<file path="config.mk">
export PLATFORM = sky130hd
export DESIGN_NAME = pipe_hazard_ctrl
export DESIGN_NICKNAME = d
export VERILOG_FILES = /design/src/rtl/pipe_hazard_ctrl.sv
export SDC_FILE = /design/constraint.sdc
export NUM_CORES = 1
export LEC_CHECK = 0
export ABC_AREA = 0
export BUFFER_PORTS_ARGS = -buffer_cell sky130_fd_sc_hd__buf_2
export CAP_MARGIN = 20
export CORE_MARGIN = 4
export CORE_UTILIZATION = 30
export CTS_CLUSTER_SIZE = 25
export DETAILED_ROUTE_END_ITERATION = 7
export GPL_TIMING_DRIVEN = 0
export RECOVER_POWER = 25
export SLEW_MARGIN = 20
export SYNTH_ARGS = -nofsm -noshare
export SYNTH_HDL_FRONTEND = slang
export SYNTH_SLANG_ARGS = --single-unit
</file>
<file path="constraint.sdc">
create_clock -name clock -period 2 [get_ports clock]
set_clock_uncertainty 0.05 [all_clocks]
set_input_delay 0.1 -clock clock [delete_from_list [all_inputs] [get_ports clock]]
set_output_delay 0.1 -clock clock [all_outputs]
set_load 0.05 [all_outputs]
</file>
<file path="src/rtl/pipe_hazard_ctrl.sv">
// rtl/pipe_hazard_ctrl.sv - hazard, flush and memory-wait stall control for the 5-stage pipeline
// Optional stall-cycle statistics counter is built when HAZARD_STATS_EN is defined.
module pipe_hazard_ctrl #(
   parameter int unsigned MEM_TIMEOUT = 255
) (
   input  logic        clock,
   input  logic        rst,
   input  logic [3:0]  decode_rs,
   input  logic [3:0]  decode_rt,
   input  logic        decode_uses_rs,
   input  logic        decode_uses_rt,
   input  logic [3:0]  execute_rd,
   input  logic        execute_regwrite,
   input  logic        execute_mem2reg,
   input  logic        branch_taken,
   input  logic        mem_access,
   input  logic        mem_ack,
   output logic        mem_req,
   output logic        pc_write,
   output logic        fd_write,
   output logic        de_write,
   output logic        em_write,
   output logic        mw_write,
   output logic        fd_flush,
   output logic        de_flush,
   output logic        mem_err,
   output logic [15:0] stall_cycles
);

   typedef enum logic {ST_RUN, ST_WAIT} state_t;

   localparam logic [15:0] TIMEOUT = 16'(MEM_TIMEOUT);

   state_t      state, state_nxt;
   logic [15:0] wait_cnt, wait_cnt_nxt;
   logic        freeze;
   logic        set_err;
   logic        load_use;

   always_comb begin
      state_nxt    = state;
      wait_cnt_nxt = wait_cnt;
      freeze       = 1'b0;
      set_err      = 1'b0;
      case (state)
         ST_RUN: begin
            if (mem_access && !mem_ack) begin
               freeze       = 1'b1;
               state_nxt    = ST_WAIT;
               wait_cnt_nxt = 16'd1;
            end
         end
         ST_WAIT: begin
            if (mem_ack) begin
               state_nxt    = ST_RUN;
               wait_cnt_nxt = 16'd0;
            end else if (wait_cnt < TIMEOUT) begin
               freeze       = 1'b1;
               wait_cnt_nxt = wait_cnt + 16'd1;
            end else begin
               // Give up on the access: let the instruction advance without data.
               set_err      = 1'b1;
               state_nxt    = ST_RUN;
               wait_cnt_nxt = 16'd0;
            end
         end
         default: begin
            state_nxt    = ST_RUN;
            wait_cnt_nxt = 16'd0;
         end
      endcase
   end

   // R0 reads as zero, so a load targeting it can never create a dependency.
   assign load_use = execute_mem2reg && execute_regwrite && (execute_rd != 4'd0) &&
                     ((decode_uses_rs && (decode_rs == execute_rd)) ||
                      (decode_uses_rt && (decode_rt == execute_rd)));

   always_comb begin
      mem_req  = 1'b0;
      pc_write = 1'b0;
      fd_write = 1'b0;
      de_write = 1'b0;
      em_write = 1'b0;
      mw_write = 1'b0;
      fd_flush = 1'b0;
      de_flush = 1'b0;
      if (rst) begin
         mem_req = mem_access;
         if (!freeze) begin
            pc_write = 1'b1;
            fd_write = 1'b1;
            de_write = 1'b1;
            em_write = 1'b1;
            mw_write = 1'b1;
            if (branch_taken) begin
               fd_flush = 1'b1;
               de_flush = 1'b1;
            end else if (load_use) begin
               pc_write = 1'b0;
               fd_write = 1'b0;
               de_flush = 1'b1;
            end
         end
      end
   end

   always_ff @(posedge clock or negedge rst) begin
      if (!rst) begin
         state    <= ST_RUN;
         wait_cnt <= 16'd0;
         mem_err  <= 1'b0;
      end else begin
         state    <= state_nxt;
         wait_cnt <= wait_cnt_nxt;
         if (set_err) begin
            mem_err <= 1'b1;
         end
      end
   end

`ifdef HAZARD_STATS_EN
   always_ff @(posedge clock or negedge rst) begin
      if (!rst) begin
         stall_cycles <= 16'd0;
      end else if (!pc_write && (stall_cycles != 16'hFFFF)) begin
         stall_cycles <= stall_cycles + 16'd1;
      end
   end
`else
   assign stall_cycles = 16'd0;
`endif

endmodule

</file>
### Yosys cells after proc, flatten, opt, wreduce, memory -nomap -nowiden

Cells that the tools add are included.

| word-level totals | value |
|---|---|
| memories kept | 0 |
| register bits after elaboration | 18 |
| bits in latches | 0 |
| input port bits | 21 |
| memory bits (read-only) | 0 |
| logic and storage cells | 43 |
| memory bits (writable) | 0 |
| output and inout bits | 25 |

| cells by class | value |
|---|---|
| magnitude comparators | 1 |
| add/subtract/negate cells | 1 |
| bitwise operators | 1 |
| equality and inequality tests | 3 |
| $mul | 0 |
| multiplexer cells | 25 |
| reductions and logical operators | 9 |
| divide/modulo/power cells | 0 |
| shift operators | 0 |

Operators with widths:

| operator | count |
|---|---|
| 16-bit 2-to-1 mux | 3 |
| 16-bit one-hot mux with 2 select lines | 1 |
| 1-bit 2-to-1 mux | 20 |
| 16-bit by 1-bit adder with 16-bit output, second input constant | 1 |
| 16-bit by 8-bit < comparator with 1-bit output, second input constant | 1 |
| 4-bit == test | 2 |
| 1-bit logical AND | 6 |
| 4-bit nonzero test | 1 |
| 2-bit inequality test, second input constant | 1 |
| 1-bit one-hot mux with 2 select lines | 1 |
| 1-bit logical NOT | 1 |
| 1-bit logical OR | 1 |
| 1-bit inverter | 1 |

### Depth between registers and ports, before layout

Gate-level depths: netlist (run 1).

| logic depth | value |
|---|---|
| depth after elaboration | 8 |
| depth in mapped cells | 7 |

### Worst setup path before layout (run 1)

No wires, ideal clock.

| timing path | value |
|---|---|
| path type | register -> output |
| from | register wait_cnt[0] |
| to | output port de_flush |
| data arrival time | 2.064 ns |
| stages on the path, launching flop included | 7 |
| buffers on the path | 0 |
| data required time | 1.850 ns |
| slack | -0.214 ns |
| path through | dfrtp_1 -> ha_1 -> and3_1 -> and3_1 -> a31o_4 -> o211ai_1 -> a21oi_1 |

| between the ends | value |
|---|---|
| cells in the longest elaborated chain, start to end | 6 |

RTL lines:

| item | line | RTL |
|---|---|---|
| from (decl) | 35 | `logic [15:0] wait_cnt, wait_cnt_nxt;` |
| from (signal assigned) | 115 | `wait_cnt <= wait_cnt_nxt;` |
| 16-bit by 8-bit < comparator with 1-bit output | 57 | `end else if (wait_cnt < TIMEOUT) begin` |
| 1-bit 2-to-1 mux | 57 |  |
| 1-bit 2-to-1 mux | 54 | `if (mem_ack) begin` |
| 1-bit one-hot mux with 2 select lines | 45 | `case (state)` |
| 1-bit 2-to-1 mux | 90 | `if (!freeze) begin` |
| 1-bit 2-to-1 mux | 88 | `if (rst) begin` |
| to (decl) | 25 | `output logic de_flush,` |

Every way passes these cells.

### Worst setup path in the final report (run 1)

| timing path | value |
|---|---|
| from | register wait_cnt[0] |
| to | output port pc_write |

| between the ends | value |
|---|---|
| cells in the longest elaborated chain, start to end | 6 |

RTL lines:

| item | line | RTL |
|---|---|---|
| 16-bit by 8-bit < comparator with 1-bit output | 57 |  |
| 1-bit 2-to-1 mux | 57 |  |
| 1-bit 2-to-1 mux | 54 |  |
| 1-bit one-hot mux with 2 select lines | 45 |  |
| 1-bit 2-to-1 mux | 90 |  |
| 1-bit 2-to-1 mux | 88 |  |
| to (decl) | 19 | `output logic pc_write,` |

Every way passes these cells.

==> reports/results.ini, run 1 <==
[critical_path]
end_kind=output port
crit_top_cell=and3_4
critPathMaxFanout=3
arrival_ns=2.03
cp_slowest_cell=dfrtp_1
cp.required_ns=1.85
cp_slowest_stage_delay_ns=0.41
cp-start-kind=flip-flop
critPathBufInv=2
crit_chain=ha_2, and3_4, and3_4, a31o_4, o211ai_1, o21ba_4, buf_6, buf_8
r2r_slack_ns=0.14
crit_type=flip-flop to output port
critPathTopFamily=compound AO/OA/AOI/OAI gates

[clock_network]
clockBufferDepth=2
clock_sinks=18
htree_levels=1
clkLatencyLatePin_ns=0.25
cts_tree=built
clkTransAtPathRegs_ns=0.07
cts_inserted_buffers=3
clockRootBuffer=clkbuf_8

[grt]
grtUsageTotal=0.112
grt_first_pass_wirelength_um=3970
grt_max_degree=21
grt_pass1_vias=902
antenna_found_initial=0
grt.overflow.total=0

[finish]
layout_commonest_cell=buf_4
syn_to_final_growth_pct=48.1
fin_cells=223
diodes=0
mostFrequentLayoutCells=buf_4, buf_2, dfrtp_1
final_nets=200
drive_above_1_share=0.441

[yosys]
syn_area_per_cell_um2=9.78
ys_async_sr_fraction=1.00
synth.distinct_cells=33
syn_area_mm2=0.00111
synth-edff-count=0
synthFlopType=dfrtp_1
synth-seq-cells=18
synthCells=114
ys_warn_count=0
yosysSeqAreaShare=0.404

[sta]
hold_viol_final=0
maxSlewViolCount=0
worst_slack_ns=-0.177
fmax_ghz=0.459
timing.final.crit_share=1.09
finalSetupViolCount=7
min_period_ns=2.18
rsz0062_at_grt=yes

[power_and_ir_drop]
power_mw=1.02
p_per_area_mw_per_mm2=619
switching_power_uw=333
combPwrFrac=0.336
p_leak_nw=0.867
ir_drop_mv=0.388
power_frac_seq=0.382
clockPowerShare=0.283
switching_share=0.326
p_int_uw=689

[die]
dieWidth_um=69.0
start_util=0.321
core_mm2=0.00347
die_y_um=69.0
num_rows=21
dieArea_mm2=0.00476
ios=46

[detailed_routing]
via_count=996
drt_wl_total_um=2690
drt_iter0_drc=9
ant_nets=0
vias_per_cell=4.47
drt-wirelength-per-cell_um=12.1
drt_pass1_iterations=4
drcViolationCount=0

[run_status]
violations=negative setup slack
status=finished with violations

[min_path]
hold_class=input pin to flip-flop

[placement]
dp_hpwl_um=1890
place.gp.congestion=0.771
portBuffers=29
dp_cells=204

[run]
maxCapViolCount=0

-- through the flow --
stage,instance area (um^2),utilization,setup TNS [ns],hold slack [ns],setup WS (ns)
floorplan,1200,-,-0.0514,-0.246,-0.0186
global placement,1410,0.405,-0.537,0.00509,-0.188
detailed placement,1410,0.405,-0.716,0.0114,-0.218
CTS,1590,0.458,-0.864,0.121,-0.197
global route,1650,0.476,-1.36,0.162,-0.259
finish,1650,0.476,-0.720,0.126,-0.177
-- cell families after synthesis --
family | synth area share
simple gates | 0.224
compound gates | 0.153
buf+inv | 0.141
flops | 0.404
xor+xnor | 0.0629
fa+ha+maj | 0.0112
other cells | 0.00336
-- layer usage --
layer / vias to the layer above / GRT usage / part of all wire
li1: 490 / - / -
met2: 42 / 0.210 / 0.50
met1: 464 / 0.126 / 0.40
met3: 0 / 0.0308 / 0.10
met5: - / 0 / 0
met4: 0 / 0.0219 / 0
-- state kept, by name (all words and copies together), names as in the netlist --
name,flops
wait_cnt,16
mem_err,1
state,1
-- synthesized netlist by cell type, drive strengths merged (2+ instances only) --
master,instances,share of area
o21a,3,0.020
nand3,4,0.029
inv,3,0.010
nand2,4,0.013
nand2b,2,0.011
xnor2,2,0.016
a22o,2,0.016
nor2,7,0.024
o22ai,3,0.017
and2,6,0.034
dfrtp,18,0.40
and3,4,0.022
a21oi,2,0.0090
a21o,2,0.013
buf,19,0.13
nor4,5,0.055
xor2,6,0.047
o21ai,9,0.040
nor2b,2,0.011
-- worst register-to-register path: stages, from the launching register on --
cell and delay (ns):
dfrtp_1 0.41, ha_2 0.19, and3_4 0.18, and3_4 0.18, buf_4 0.12, buf_4 0.14
a31oi_4 0.29, a21oi_1 0.11, o21ai_1 0.12
-- area by class of cell --
cell class | count | area, um^2
multi-input combinational | 88 | 608
tap | 46 | 57.6
sequential | 18 | 450
inverter | 3 | 11.3
buffer | 20 | 161
timing repair buffer | 44 | 308
fill | 324 | 1820
clock buffer | 4 | 55.1
-- timing repair --
item,4_1_cts,5_1_grt
endpoints found under the setup margin,10,8
setup buffers,8,6
gates resized for setup,17,3
pin swaps,5,1
hold buffers,1,0
endpoints found under the hold margin,18,0
-- power by group through the flow --
stage	logic [mW]	clock network (mW)	registers, mW
floorplan	0.224	0	0.393
global placement	0.278	0	0.396
detailed placement	0.284	0	0.397
CTS	0.317	0.302	0.390
global route	0.366	0.319	0.392
finish	0.343	0.289	0.390
-- final timing paths --
kind | start | endpoint | cells after the start
worst max-delay path | wait_cnt[0] | pc_write | 8
worst min-delay path | mem_access | state | 3
worst max register to register | wait_cnt[0] | wait_cnt[7] | 8
worst min register to register | mem_err | mem_err | 1
max in group asynchronous | rst | wait_cnt[14] | 2
min in group asynchronous | rst | wait_cnt[1] | 2
No activity file was read; power rests on OpenSTA's default activity.
==> run 2, diff against run 1 <==
--- a/config.mk
+++ b/config.mk
@@ -5,7 +5,7 @@
 export SDC_FILE = /design/constraint.sdc
 export NUM_CORES = 1
 export LEC_CHECK = 0
-export ABC_AREA = 0
+export ABC_AREA = 1
 export BUFFER_PORTS_ARGS = -buffer_cell sky130_fd_sc_hd__buf_2
 export CAP_MARGIN = 20
 export CORE_MARGIN = 4
==> reports/results.ini, run 2 <==
[grt]
grtUsageTotal=0.0991
grt_first_pass_wirelength_um=3940
grt.overflow.total=0
grt_pass1_vias=949
grt_max_degree=21
antenna_found_initial=0

[yosys]
synth_top_area_share=0.382
syn_area_mm2=0.00118
synthCells=158
synthFlopType=dfrtp_1
yosysMostFrequentCell=nand2_1
synth-edff-count=0
synth_top_area_cell=dfrtp_1
ys_warn_count=0
synth.distinct_cells=24
synth_commonest_cells=nand2_1, inv_1, nor2_1
yosysSeqAreaShare=0.382
ys_top_cells_by_area=dfrtp_1, buf_4, nand2_1, inv_1, nor2_1
synth-seq-cells=18
ys_async_sr_fraction=1.00
syn_area_per_cell_um2=7.46

[critical_path]
r2r-end=wait_cnt[3]
rr_startpoint=wait_cnt[14]
critPathBufInv=4
cp.required_ns=1.85
arrival_ns=1.69
cp_slowest_cell=dfrtp_1
r2r_slack_ns=0.63
critPathTopFamily=simple AND/OR/NAND/NOR gates
cp_slowest_stage_delay_ns=0.38
crit_type=flip-flop to output port
crit_chain=nor2_1, nand3_1, nor2_2, nand3_4, nand3_4, inv_4, nand2_2, clkinvlp_4, buf_6, buf_6
crit_end=pc_write
rr_worst_depth=8
cp-startpoint=wait_cnt[14]
end_kind=output port
cp-start-kind=flip-flop
critPathMaxFanout=4
crit_cells=10

[sta]
maxSlewViolCount=0
finalSetupViolCount=0
timing.final.crit_share=0.919
fmax_ghz=0.544
rsz0062_at_grt=no
hold_viol_final=0
min_period_ns=1.84
setup-tns-final_ns=0

[die]
num_rows=22
dieWidth_um=70.7
ios=46
core_mm2=0.00372
die_y_um=70.7
dieArea_mm2=0.00500
start_util=0.317

[min_path]
hold_class=input pin to flip-flop
min_path_cells=4

[run]
maxCapViolCount=0

[placement]
portBuffers=29
place.gp.congestion=0.757
dp_hpwl_um=1820

[detailed_routing]
ant_nets=0
drt_wl_total_um=2320
drt_pass1_iterations=4
vias_per_cell=3.87
drt-wirelength-per-cell_um=8.97
via_count=1003
drt_iter0_drc=11
drcViolationCount=0

[finish]
diodes=0
top_register=wait_cnt
drive_above_1_share=0.346
layout_commonest_cell=buf_2
mostFrequentLayoutCells=buf_2, nand2_1, nor2_1
syn_to_final_growth_pct=33.8
nFillCells=382
final_nets=234
reg_top3=wait_cnt x16, mem_err x1, state x1
largest_register_ffs=16

[clock_network]
clkLatencyLatePin_ns=0.25
clock_sinks=18
clockRootBuffer=clkbuf_8
clkTransAtPathRegs_ns=0.07
cts_tree=built
cts_inserted_buffers=3
clockBufferDepth=2
htree_levels=1

[power_and_ir_drop]
power_mw=1.01
p_per_area_mw_per_mm2=643
p_leak_nw=0.879
ir_drop_mv=0.397

[run_status]
status=completed

-- run 2: cell types whose count changed after synthesis, moves of 5 or more --
cell	change
nor2_1	+18
nand3_1	+8
nand2_1	+24
and2_1	-6
o21ai_0	-5
inv_1	+22
-- run 2: metrics by stage --
stage               instance area, um^2   util  hold slack, ns  setup WS (ns)  instances
floorplan                          1240      -          -0.246         0.0128        173
global placement                   1450  0.390          0.0239         0.0932        250
detailed placement                 1450  0.390          0.0294         0.0807        250
CTS                                1550  0.418           0.111         0.0106        258
global route                       1580  0.424           0.131         0.0194        259
finish                             1580  0.424           0.122          0.162        259
-- run 2: area by class of cell --
class,instances,area [um^2],share of cell area
clock buffer,4,55.1,0.0349
tap,48,60.1,0.0381
multi-input combinational,108,558,0.354
timing repair buffer,34,194,0.123
inverter,27,108,0.0683
sequential,18,450,0.286
buffer,20,151,0.0960
-- run 2: cell families (layout without fill, tap and decap cells) --
kind of cell / Yosys count / count (layout) / synth area share
adders and majority gates: 1 / 1 / 0.0106
AOI/OAI and AO/OA: 10 / 10 / 0.0541
and+or+nand+nor: 73 / 73 / 0.279
DFF: 18 / 18 / 0.382
xor gates and xnor gates: 8 / 8 / 0.0594
other: 1 / 16 / 0.00318
buffers and inverters: 47 / 85 / 0.211
-- run 2: layer usage --
metal	wire, um	track usage	up-vias
li1	-	-	546
met1	1080	0.117	426
met2	1020	0.154	29
met3	198	0.0483	2
met4	27	0.0376	0
met5	0	0	-
-- run 2: worst reg2reg max path: cells and delay by family, from the launching register on --
family / cells / cell delay, ns
AND/OR/NAND/NOR: 6 / 0.64
flip-flops: 1 / 0.38
buffers and inverters: 2 / 0.23
-- run 2: where the power goes --
group          switching (mW)  internal, mW
combinational           0.213         0.115
clock                   0.119         0.175
sequential             0.0144         0.378
total                   0.346         0.667
-- run 2: worst min-delay path by stage --
stage | startpoint | end
floorplan | rst | mem_err
global placement | rst | wait_cnt[14]
detailed placement | rst | wait_cnt[14]
CTS | mem_ack | wait_cnt[0]
global route | mem_ack | wait_cnt[0]
finish | mem_ack | wait_cnt[0]
-- run 2: repair_timing --
item | CTS | global route
pin swaps | 1 | 2
endpoints found under the hold margin | 18 | 0
resized for setup | 4 | 5
endpoints found under the setup margin | 4 | 2
hold buffers | 1 | 0
buffers inserted | 3 | 1
